File: src/rtl/keypad_if.sv
// Signal bundle between the 4x3 keypad scanner and its keypad/consumer side.
// The master modport is the scanner; the slave modport is the keypad matrix and key consumer.
interface keypad_if;
  logic [2:0] KEY_COL;
  logic [3:0] KEY_ROW;
  logic [3:0] key_code;
  logic       key_valid;
  logic       key_held;

  modport master (
    input  KEY_COL,
    output KEY_ROW,
    output key_code,
    output key_valid,
    output key_held
  );

  modport slave (
    output KEY_COL,
    input  KEY_ROW,
    input  key_code,
    input  key_valid,
    input  key_held
  );
endinterface

File: src/rtl/keypad_scanner.sv
// Row-scanning 4x3 keypad reader with whole-frame debounce and one key_valid pulse per press.
// Define KEYPAD_REPEAT_EN to add auto-repeat pulses every REP_FRAMES frames while held.
module keypad_scanner #(
  parameter int unsigned SCAN_DIV   = 1000,
  parameter int unsigned DEB_FRAMES = 4,
  parameter int unsigned REP_FRAMES = 125
) (
  input logic      clk_2,
  input logic      rst_n,
  keypad_if.master kp
);
  localparam int unsigned SlotW  = $clog2(SCAN_DIV);
  // The frame counter doubles as the repeat counter while a key is held.
  localparam int unsigned CntMax = (DEB_FRAMES > REP_FRAMES) ? DEB_FRAMES : REP_FRAMES;
  localparam int unsigned CntW   = $clog2(CntMax + 1);
  localparam logic [SlotW-1:0] SlotLast = SlotW'(SCAN_DIV - 1);
  localparam logic [CntW-1:0]  DebMax   = CntW'(DEB_FRAMES);
`ifdef KEYPAD_REPEAT_EN
  localparam logic [CntW-1:0]  RepMax   = CntW'(REP_FRAMES);
`endif
  localparam logic [3:0] CodeNone = 4'hF;

  typedef enum logic [1:0] {StIdle, StDeb, StPress, StRel} state_e;

  logic [SlotW-1:0] slot_q;
  logic [1:0]       row_q;
  logic [2:0]       col_s1_q, col_s2_q;
  logic [1:0]       keys_q;
  logic [3:0]       code_q;

  state_e           state_q;
  logic [CntW-1:0]  cnt_q;
  logic [3:0]       cand_q;

  logic       sample, frame_end;
  logic [1:0] row_keys;
  logic [2:0] key_sum;
  logic [3:0] frame_code, result;

  function automatic logic [3:0] key_map(input logic [1:0] row, input logic [2:0] col);
    logic [1:0] c;
    if (col[0])      c = 2'd0;
    else if (col[1]) c = 2'd1;
    else if (col[2]) c = 2'd2;
    else             c = 2'd0;
    if (row == 2'd3) begin
      unique case (c)
        2'd0:    key_map = 4'hA;
        2'd1:    key_map = 4'h0;
        default: key_map = 4'hB;
      endcase
    end else begin
      key_map = {2'b00, row} * 4'd3 + {2'b00, c} + 4'd1;
    end
  endfunction

  always_comb begin
    sample     = (slot_q == SlotLast);
    frame_end  = sample && (row_q == 2'd3);
    row_keys   = {1'b0, col_s2_q[0]} + {1'b0, col_s2_q[1]} + {1'b0, col_s2_q[2]};
    key_sum    = {1'b0, keys_q} + {1'b0, row_keys};
    frame_code = (row_keys != 2'd0) ? key_map(row_q, col_s2_q) : code_q;
    // Ghosting or chords (two or more keys in one frame) read as no key.
    result     = (key_sum == 3'd1) ? frame_code : CodeNone;
  end

  always_ff @(posedge clk_2 or negedge rst_n) begin
    if (!rst_n) begin
      slot_q     <= '0;
      row_q      <= 2'd0;
      kp.KEY_ROW <= 4'b0001;
      col_s1_q   <= 3'b000;
      col_s2_q   <= 3'b000;
      keys_q     <= 2'd0;
      code_q     <= CodeNone;
    end else begin
      col_s1_q <= kp.KEY_COL;
      col_s2_q <= col_s1_q;
      if (sample) begin
        slot_q     <= '0;
        row_q      <= row_q + 2'd1;
        kp.KEY_ROW <= {kp.KEY_ROW[2:0], kp.KEY_ROW[3]};
        if (frame_end) begin
          keys_q <= 2'd0;
          code_q <= CodeNone;
        end else begin
          keys_q <= (key_sum > 3'd2) ? 2'd2 : key_sum[1:0];
          code_q <= frame_code;
        end
      end else begin
        slot_q <= slot_q + 1'b1;
      end
    end
  end

  always_ff @(posedge clk_2 or negedge rst_n) begin
    if (!rst_n) begin
      state_q      <= StIdle;
      cnt_q        <= '0;
      cand_q       <= CodeNone;
      kp.key_code  <= CodeNone;
      kp.key_valid <= 1'b0;
      kp.key_held  <= 1'b0;
    end else begin
      kp.key_valid <= 1'b0;
      if (frame_end) begin
        unique case (state_q)
          StIdle: begin
            if (result != CodeNone) begin
              cand_q <= result;
              if (DEB_FRAMES == 1) begin
                state_q      <= StPress;
                cnt_q        <= '0;
                kp.key_code  <= result;
                kp.key_valid <= 1'b1;
                kp.key_held  <= 1'b1;
              end else begin
                state_q <= StDeb;
                cnt_q   <= CntW'(1);
              end
            end
          end
          StDeb: begin
            if (result == cand_q) begin
              if (cnt_q + 1'b1 == DebMax) begin
                state_q      <= StPress;
                cnt_q        <= '0;
                kp.key_code  <= cand_q;
                kp.key_valid <= 1'b1;
                kp.key_held  <= 1'b1;
              end else begin
                cnt_q <= cnt_q + 1'b1;
              end
            end else if (result == CodeNone) begin
              state_q <= StIdle;
            end else begin
              cand_q <= result;
              cnt_q  <= CntW'(1);
            end
          end
          StPress: begin
            if (result == cand_q) begin
`ifdef KEYPAD_REPEAT_EN
              if (cnt_q + 1'b1 == RepMax) begin
                cnt_q        <= '0;
                kp.key_valid <= 1'b1;
              end else begin
                cnt_q <= cnt_q + 1'b1;
              end
`else
              state_q <= StPress;
`endif
            end else if (DEB_FRAMES == 1) begin
              state_q     <= StIdle;
              kp.key_held <= 1'b0;
            end else begin
              state_q <= StRel;
              cnt_q   <= CntW'(1);
            end
          end
          StRel: begin
            if (result == cand_q) begin
              state_q <= StPress;
              cnt_q   <= '0;
            end else if (cnt_q + 1'b1 == DebMax) begin
              state_q     <= StIdle;
              kp.key_held <= 1'b0;
            end else begin
              cnt_q <= cnt_q + 1'b1;
            end
          end
          default: state_q <= StIdle;
        endcase
      end
    end
  end
endmodule

File: src/flat_wrapper.sv
// flat-port wrapper written by rule: the top's interface ports become plain ports
module keypad_scanner_flat 
#(
  parameter int unsigned SCAN_DIV   = 1000,
  parameter int unsigned DEB_FRAMES = 4,
  parameter int unsigned REP_FRAMES = 125
)
  (clk_2, rst_n, kp_KEY_COL, kp_KEY_ROW, kp_key_code, kp_key_valid, kp_key_held);
  keypad_if kp_i ();
  input logic clk_2;
  input logic rst_n;
  input wire logic [$bits(kp_i.KEY_COL)-1:0] kp_KEY_COL;
  output wire logic [$bits(kp_i.KEY_ROW)-1:0] kp_KEY_ROW;
  output wire logic [$bits(kp_i.key_code)-1:0] kp_key_code;
  output wire logic [$bits(kp_i.key_valid)-1:0] kp_key_valid;
  output wire logic [$bits(kp_i.key_held)-1:0] kp_key_held;
  assign kp_i.KEY_COL = kp_KEY_COL;
  assign kp_KEY_ROW = kp_i.KEY_ROW;
  assign kp_key_code = kp_i.key_code;
  assign kp_key_valid = kp_i.key_valid;
  assign kp_key_held = kp_i.key_held;
  keypad_scanner #(.SCAN_DIV(SCAN_DIV), .DEB_FRAMES(DEB_FRAMES), .REP_FRAMES(REP_FRAMES)) u_core (.clk_2(clk_2), .rst_n(rst_n), .kp(kp_i));
endmodule
File: config.mk
export PLATFORM = sky130hd
export DESIGN_NAME = keypad_scanner_flat
export DESIGN_NICKNAME = d
export VERILOG_FILES = /design/src/rtl/keypad_if.sv /design/src/rtl/keypad_scanner.sv /design/src/flat_wrapper.sv
export SDC_FILE = /design/constraint.sdc
export NUM_CORES = 1
export LEC_CHECK = 0
export ABC_AREA = 1
export CAP_MARGIN = 20
export CELL_PAD_IN_SITES_DETAIL_PLACEMENT = 2
export CELL_PAD_IN_SITES_GLOBAL_PLACEMENT = 2
export CORE_MARGIN = 3
export CORE_UTILIZATION = 25
export DETAILED_ROUTE_END_ITERATION = 7
export HOLD_SLACK_MARGIN = 0.1
export PLACE_DENSITY_LB_ADDON = 0.1
export SYNTH_ARGS = -nofsm -noshare
export SYNTH_HDL_FRONTEND = slang
export SYNTH_SLANG_ARGS = --single-unit
File: constraint.sdc
create_clock -name clk_2 -period 8.4 [get_ports clk_2]
set_input_delay 1.68 -clock clk_2 [delete_from_list [all_inputs] [get_ports clk_2]]
set_output_delay 1.68 -clock clk_2 [all_outputs]
set_load 0.01 [all_outputs]
Word-level counts from Yosys, hierarchy flattened
Index checks and enable logic that the tools add are counted.
{ "word_totals": {"latch_bits": 0, "mem_count": 0, "rom_bits": 0, "in_bits": 5, "mem_bits_rw": 0, "out_inout_bits": 10, "ff_bits": 47} }
{ "op_classes": {"n_div": 0, "reduce_logical": 11, "n_eq_ne": 24, "n_shift": 0, "mul": 1, "mux": 40, "n_bitwise": 0, "magnitude_cmp": 1, "addsub": 8} }
{ "ops": {"columns": ["op", "count"], "rows": [
  ["7-bit 2-to-1 mux", 7],
  ["4-bit 2-to-1 mux", 7],
  ["7-bit case mux with 4 select lines", 1],
  ["2-bit 2-to-1 mux", 11],
  ["4-bit case mux with 2 select lines", 2],
  ["5-bit AND reduction", 3],
  ["10-bit by 1-bit adder with 10-bit output (second input constant)", 1],
  ["10-bit equality test (second input constant)", 1],
  ["10-bit 2-to-1 mux", 1],
  ["1-bit 2-to-1 mux", 9],
  ["2-bit by 1-bit inequality test with 1-bit output (second input constant)", 4],
  ["2-bit inequality test (second input constant)", 4],
  ["2-bit case mux with 4 select lines", 1],
  ["7-bit by 1-bit adder with 7-bit output (second input constant)", 1],
  ["7-bit by 3-bit equality test with 1-bit output (second input constant)", 1],
  ["2-bit equality test (second input constant)", 3],
  ["3-bit by 1-bit inequality test with 1-bit output (second input constant)", 2],
  ["3-bit by 2-bit inequality test with 1-bit output (second input constant)", 2],
  ["6-bit AND reduction", 1],
  ["2-bit nonzero test", 3],
  ["4-bit by 1-bit adder with 4-bit output (second input constant)", 1],
  ["4-bit by 2-bit adder with 4-bit output", 1],
  ["2-bit by 1-bit equality test with 1-bit output (second input constant)", 2],
  ["4-bit equality test", 1],
  ["other kinds (14)", 15]
]} }

Longest topological paths before layout
{ "logic_depth": {"word_depth": 12, "depth_mapped": 21, "mapped_depth_nobuf": 20} }

Worst setup path after synthesis
Ideal clock, no wire load.
{ "synth_timing": {"path_kind": "register to register", "start": "register u_core.col_s2_q[0]", "end": "register u_core.cnt_q[0]", "path_stages_with_launch": 19, "required_time_ns": 8.283, "t_arrival_ns": 2.840, "setup_time_ns": 0.117, "path_slack_ns": 5.442, "path_cell_list": "dfrtp_1 > fa_1 > ha_1 > inv_1 > fa_1 > nand2_2 > nor2_8 > nand2_1 > o21ai_1 > nand2_1 > nor2_4 > nand3_2 > buf_6 > nand2_1 > nand2_1 > inv_1 > nand3_1 > nand2_1 > nand2_1"} }
{ "synth_between": {"elab_chain_len": 9, "elab_cells_between_ends": 25, "cone_classes": "add/sub: 5; eq/ne: 9; mux: 8; reduce/logical: 3"} }
{ "synth_lines": {"columns": ["item", "line", "source"], "rows": [
  ["start: declaration", "keypad_scanner.sv:27", "logic [2:0] col_s1_q, col_s2_q;"],
  ["start signal: assignment", "keypad_scanner.sv:78", "col_s2_q <= col_s1_q;"],
  ["2-bit 2-to-1 mux", "keypad_scanner.sv:42", "if (col[0]) c = 2'd0;"],
  ["4-bit by 2-bit adder with 4-bit output, or another cell as far along", "keypad_scanner.sv:53", "key_map = {2'b00, row} * 4'd3 + {2'b00, c} + 4'd1;"],
  ["4-bit by 1-bit adder with 4-bit output or 4-bit case mux with 2 select lines (tied branches)", "keypad_scanner.sv:53, keypad_scanner.sv:47", null],
  ["4-bit 2-to-1 mux", "keypad_scanner.sv:46", "if (row == 2'd3) begin"],
  ["4-bit 2-to-1 mux", "keypad_scanner.sv:62", "frame_code = (row_keys != 2'd0) ? key_map(row_q, col_s2_q) : code_q;"],
  ["4-bit 2-to-1 mux (*)", "keypad_scanner.sv:64", "result = (key_sum == 3'd1) ? frame_code : CodeNone;"],
  ["4-bit equality test, or another cell as far along", "keypad_scanner.sv:124, keypad_scanner.sv:142, keypad_scanner.sv:162", null],
  ["3-bit by 2-bit inequality test with 1-bit output (no line), or another cell as far along", null, null],
  ["5-bit AND reduction (no line) or 7-bit case mux with 4 select lines (tied branches)", null, null],
  ["end signal: assignment", "keypad_scanner.sv:132", "cnt_q <= cnt_q + 1'b1;"],
  ["end signal: assignment", "keypad_scanner.sv:138", "cnt_q <= CntW'(1);"],
  ["end signal: assignment", "keypad_scanner.sv:169", "cnt_q <= cnt_q + 1'b1;"],
  ["end: declaration", "keypad_scanner.sv:32", "logic [CntW-1:0] cnt_q;"]
]} }
Every way passes the cells marked *; elsewhere a longest branch is shown, timed or not.
A chain may end at the register's enable or synchronous reset.

Final worst setup path
{ "layout_timing": {"start": "register u_core.col_s2_q[0]", "end": "register u_core.cnt_q[6]"} }
Same word-level chain as after synthesis.

==> tab_implementation.tex <==
\begin{tabular}{lr}
\hline
Metric & Value \\
\hline
\multicolumn{2}{l}{\textbf{Power and ir drop}} \\
\quad Power share of the clock group & 34.3\% \\
\quad Gate power share & 9.7\% \\
\quad Switching power & 0.1095 mW \\
\quad Sequential group share of total power & 56.0\% \\
\quad Pwr per Cell Area & 132.0 nW/um2 \\
\quad Switching power share of the total & 26.82\% \\
\quad Internal portion of total power & 0.2987 mW \\
\quad Worst VDD drop & 0.06219 mV \\
\quad Leakage power summed over all cells & 1.493 nW \\
\multicolumn{2}{l}{\textbf{Global route}} \\
\quad Maximum number of pins on one net before global-route repair & 48 \\
\quad Wire length of the first global-routing pass & 12.65 mm \\
\quad Number of global-route vias before repair & 2,507 \\
\quad Total gr overflow & 0 \\
\quad All-layer global routing usage & 12.56\% \\
\quad Antenna violations before repair & 0 \\
\multicolumn{2}{l}{\textbf{Routing}} \\
\quad Final WL & 7.154 mm \\
\quad Post-detailed-route count of antenna-violating nets & 0 \\
\quad First-pass iteration count of the detailed router & 4 \\
\quad DRC marker count from the first detailed-route iteration & 42 \\
\quad Via count normalized by instance count & 4.582 \\
\quad Wire length per cell & 14.31 um \\
\quad Overall via count from detail\_route & 2,291 \\
\quad DRC violations left & 0 \\
\multicolumn{2}{l}{\textbf{STA}} \\
\quad Unrepaired setup endpoints after global routing & false \\
\quad Fin crit share & 41.64\% \\
\quad Slew HR & 58.21\% \\
\quad Skew final & 0.006522 ns \\
\quad Final Hold Violating Endpoints & 0 \\
\quad Fin crit period & 3.497 ns \\
\quad Transition time at the pin with the least slew margin & 0.6269 ns \\
\quad Slack of the critical path & 4.903 ns \\
\quad Max-slew violations & 0 \\
\quad Highest Clock Rate & 285.9 MHz \\
\quad Setup violation total in the final timing report & 0 \\
\quad Post-Route Setup TNS & 0 ns \\
\multicolumn{2}{l}{\textbf{Floorplan}} \\
\quad Die Ht & 110.5 um \\
\quad Effective utilization at floorplan & 26.09\% \\
\quad Width of the die & 110.5 um \\
\quad Total core area & 10,460 um2 \\
\quad Die Outline Area & 12,210 um2 \\
\quad IO Count & 15 \\
\quad Number of rows in the core area & 37 \\
\multicolumn{2}{l}{\textbf{Yosys}} \\
\quad Top post-synthesis cells by area & sky130\_fd\_sc\_hd\_\_dfrtp\_1, sky130\_fd\_sc\_hd\_\_dfstp\_2, sky130\_fd\_sc\_hd\_\_nand2\_1 \\
\quad Synth warn & 0 \\
\quad Average instance area after synthesis & 7.913 um2 \\
\quad Complex-gate fraction of the synthesized area & 8.203\% \\
\quad Netlist Area Pre-Place & 2730 um2 \\
\quad Mapped Nets & 361 \\
\quad Simple-gate portion of the synthesized area & 31.58\% \\
\quad Number of different library cells in the post-synthesis netlist & 35 \\
\quad Combinational family with the most area after synthesis & simple AND/OR/NAND/NOR gates \\
\quad Xor and xnor area share after synthesis & 1.971\% \\
\quad Library cell occupying the most area in the post-synthesis netlist & sky130\_fd\_sc\_hd\_\_dfrtp\_1 \\
\quad Sequential cell area fraction in the yosys report & 43.68\% \\
\quad Flops \& latches, synth & 47 \\
\quad Adder and majority cell fraction of the synthesized area & 6.141\% \\
\quad Synthesized instance count & 345 \\
\quad Multiplexer share of the synthesized area & 0\% \\
\quad Top cell type's share of synthesized area & 31.16\% \\
\multicolumn{2}{l}{\textbf{Worst setup path}} \\
\quad Crit path max-delay cell type & sky130\_fd\_sc\_hd\_\_fa\_1 \\
\quad Crit-path max cell delay & 0.61 ns \\
\quad Data required time at the worst endpoint & 8.65 ns \\
\quad Crit-path max FO & 12 \\
\quad Startpoint type of the worst setup path & flip-flop \\
\quad Cell mode on critical path & sky130\_fd\_sc\_hd\_\_nand2\_1 \\
\quad Worst Setup End Kind & flip-flop \\
\quad Classification of the worst setup path & reg -> reg \\
\quad Critical Path AT & 3.74 ns \\
\quad Cells traversed along the worst timing path & fa\_1 -> ha\_1 -> inv\_1 -> fa\_1 -> nand2\_2 -> nor2\_8 -> nand2\_1 -> o21ai\_1 -> nand2\_1 -> nor2\_4 -> nand3\_2 -> o21ai\_0 -> nand3\_1 -> inv\_2 -> nand2\_1 -> nand2\_1 \\
\multicolumn{2}{l}{\textbf{CTS}} \\
\quad Sink count of the clock tree & 47 \\
\quad TritonCTS clock tree & yes \\
\quad Hold-fix buffer count after cts & 0 \\
\quad Post-cts repair resize count & 0 \\
\quad Number of buffers on the longest clock path & 2 \\
\quad Buffers inserted by post-CTS timing repair & 0 \\
\quad Clk root buf & sky130\_fd\_sc\_hd\_\_clkbuf\_8 \\
\quad H-tree Lvls & 2 \\
\quad Number of buffers inserted during clock tree synthesis & 5 \\
\quad Clock-pin slew on the worst setup and hold paths & 0.09 ns \\
\quad Source-to-sink clock delay at the later pin of the worst-skew pair & 0.31 ns \\
\multicolumn{2}{l}{\textbf{Final layout}} \\
\quad Signed area change from the synthesized netlist to the final layout & 13.29\% \\
\quad Number of diodes added for antenna fixing & 0 \\
\quad Final layout net count & 379 \\
\quad Post-route cell area & 3093 um2 \\
\quad Share of post-route cells with drive strength above 1 & 12.91\% \\
\multicolumn{2}{l}{\textbf{Placed design}} \\
\quad Cell area after placement & 3012 um2 \\
\quad Count of input and output buffers & 14 \\
\quad Final weighted congestion in routability-driven placement & 0.7203 \\
\quad Post-detail-place hpwl & 5.557 mm \\
\quad Post-placement worst setup slack & 4.905 ns \\
\multicolumn{2}{l}{\textbf{Run}} \\
\quad Max-cap violations & 0 \\
\multicolumn{2}{l}{\textbf{Run status}} \\
\quad Run status & completed \\
\multicolumn{2}{l}{\textbf{Hold path}} \\
\quad Path type of the worst min-delay path & reg -> reg \\
\hline
\end{tabular}
cell usage after synthesis (all sizes together):
library cell	number
nand2	97
inv	52
nor2	44
dfrtp	34
nand3	25
o21ai	22
dfstp	13
a21oi	12
nand4	10
ha	7
nor3	6
fa	4
xor2	4
a31oi	3
or2	3
buf	2
clkbuf	2
a21o	1
a22o	1
a22oi	1
clkinv	1
nor4	1
worst paths after layout:
check | start | end | slack, ns | depth (start not counted)
max | u_core.col_s2_q[0]$_DFF_PN0_ | u_core.cnt_q[6]$_DFFE_PN0P_ | 4.90 | 16
min | u_core.col_s1_q[2]$_DFF_PN0_ | u_core.col_s2_q[2]$_DFF_PN0_ | 0.36 | 0
max reg2reg | u_core.col_s2_q[0]$_DFF_PN0_ | u_core.cnt_q[6]$_DFFE_PN0P_ | 4.90 | 16
min reg2reg | u_core.col_s1_q[2]$_DFF_PN0_ | u_core.col_s2_q[2]$_DFF_PN0_ | 0.36 | 0
max in group asynchronous | rst_n | u_core.col_s2_q[1]$_DFF_PN0_ | 6.50 | 2
min in group asynchronous | rst_n | u_core.keys_q[0]$_DFFE_PN0N_ | 1.45 | 2
cell usage in the layout, fill, tap and decap left out, drive strengths merged, types with 10 or more instances in the layout:
| master | instances |
|---|---|
| clkdlybuf4s50 | 13 |
| inv | 52 |
| nand4 | 10 |
| nand3 | 25 |
| nor2 | 44 |
| nand2 | 97 |
| dfrtp | 34 |
| o21ai | 22 |
| a21oi | 12 |
| dfstp | 13 |
flip-flops by register name (all words and copies together), names as in the netlist, named ones only:
register / count
u_core.keys_q: 2
u_core.kp.KEY_ROW: 4
u_core.kp.key_valid: 1
u_core.code_q: 4
u_core.cnt_q: 7
u_core.col_s2_q: 3
u_core.kp.key_code: 4
u_core.row_q: 2
u_core.kp.key_held: 1
u_core.cand_q: 4
u_core.state_q: 1
u_core.col_s1_q: 3
u_core.slot_q: 10
cell families (layout without fill, tap and decap cells):
logic type | count (synthesis) | in the layout
AND/OR/NAND/NOR | 186 | 186
buffers and inverters | 57 | 76
flip-flops | 47 | 47
AO/OA/AOI/OAI | 40 | 40
adder cells (fa/ha/maj) | 11 | 11
XOR/XNOR | 4 | 4
cell type report:
type | instances | area (um2)
tap | 136 | 170.2
sequential | 47 | 1192
inverter | 53 | 198.9
timing repair buffer | 15 | 142.6
fill | 1251 | 7370
multi-input combinational | 241 | 1308
clock buffer | 7 | 76.32
clock inverter | 1 | 5.005
metrics by stage:
stage	std cells	util, %	power (mW)	hold WS [ns]
final	500	29.56	0.4081	0.3580
after global routing	500	29.56	0.4344	0.3767
after CTS	500	29.56	0.4195	0.3599
after detailed placement	492	28.79	0.2738	0.3379
after global placement	492	28.79	0.2728	0.3373
after floorplan	345	-	0.2593	0.3312
power groups by stage:
| stage | sequential, mW | clock [mW] | combinational, mW |
|---|---|---|---|
| after floorplan | 0.233 | 0 | 0.0265 |
| after global placement | 0.233 | 0 | 0.0399 |
| after detailed placement | 0.233 | 0 | 0.0408 |
| after CTS | 0.229 | 0.150 | 0.0410 |
| after global routing | 0.229 | 0.159 | 0.0461 |
| final | 0.229 | 0.140 | 0.0394 |
critical path, delay by kind of cell, from the launching register on:
kind	cells	cell delay, ns
compound gates	2	0.31
fa+ha+maj	3	1.26
buf+inv	2	0.21
flops	1	0.42
simple gates	9	1.24
layer usage:
layer  routed length [um]  vias to the layer above  track usage (%)
met3                  165                        9            2.301
met5                    0                        -                0
li1                     -                     1129                -
met4                  102                        0            3.941
met1                 3483                     1130            16.18
met2                 3402                       23            21.28
No activity file was read; power rests on OpenSTA's default activity.
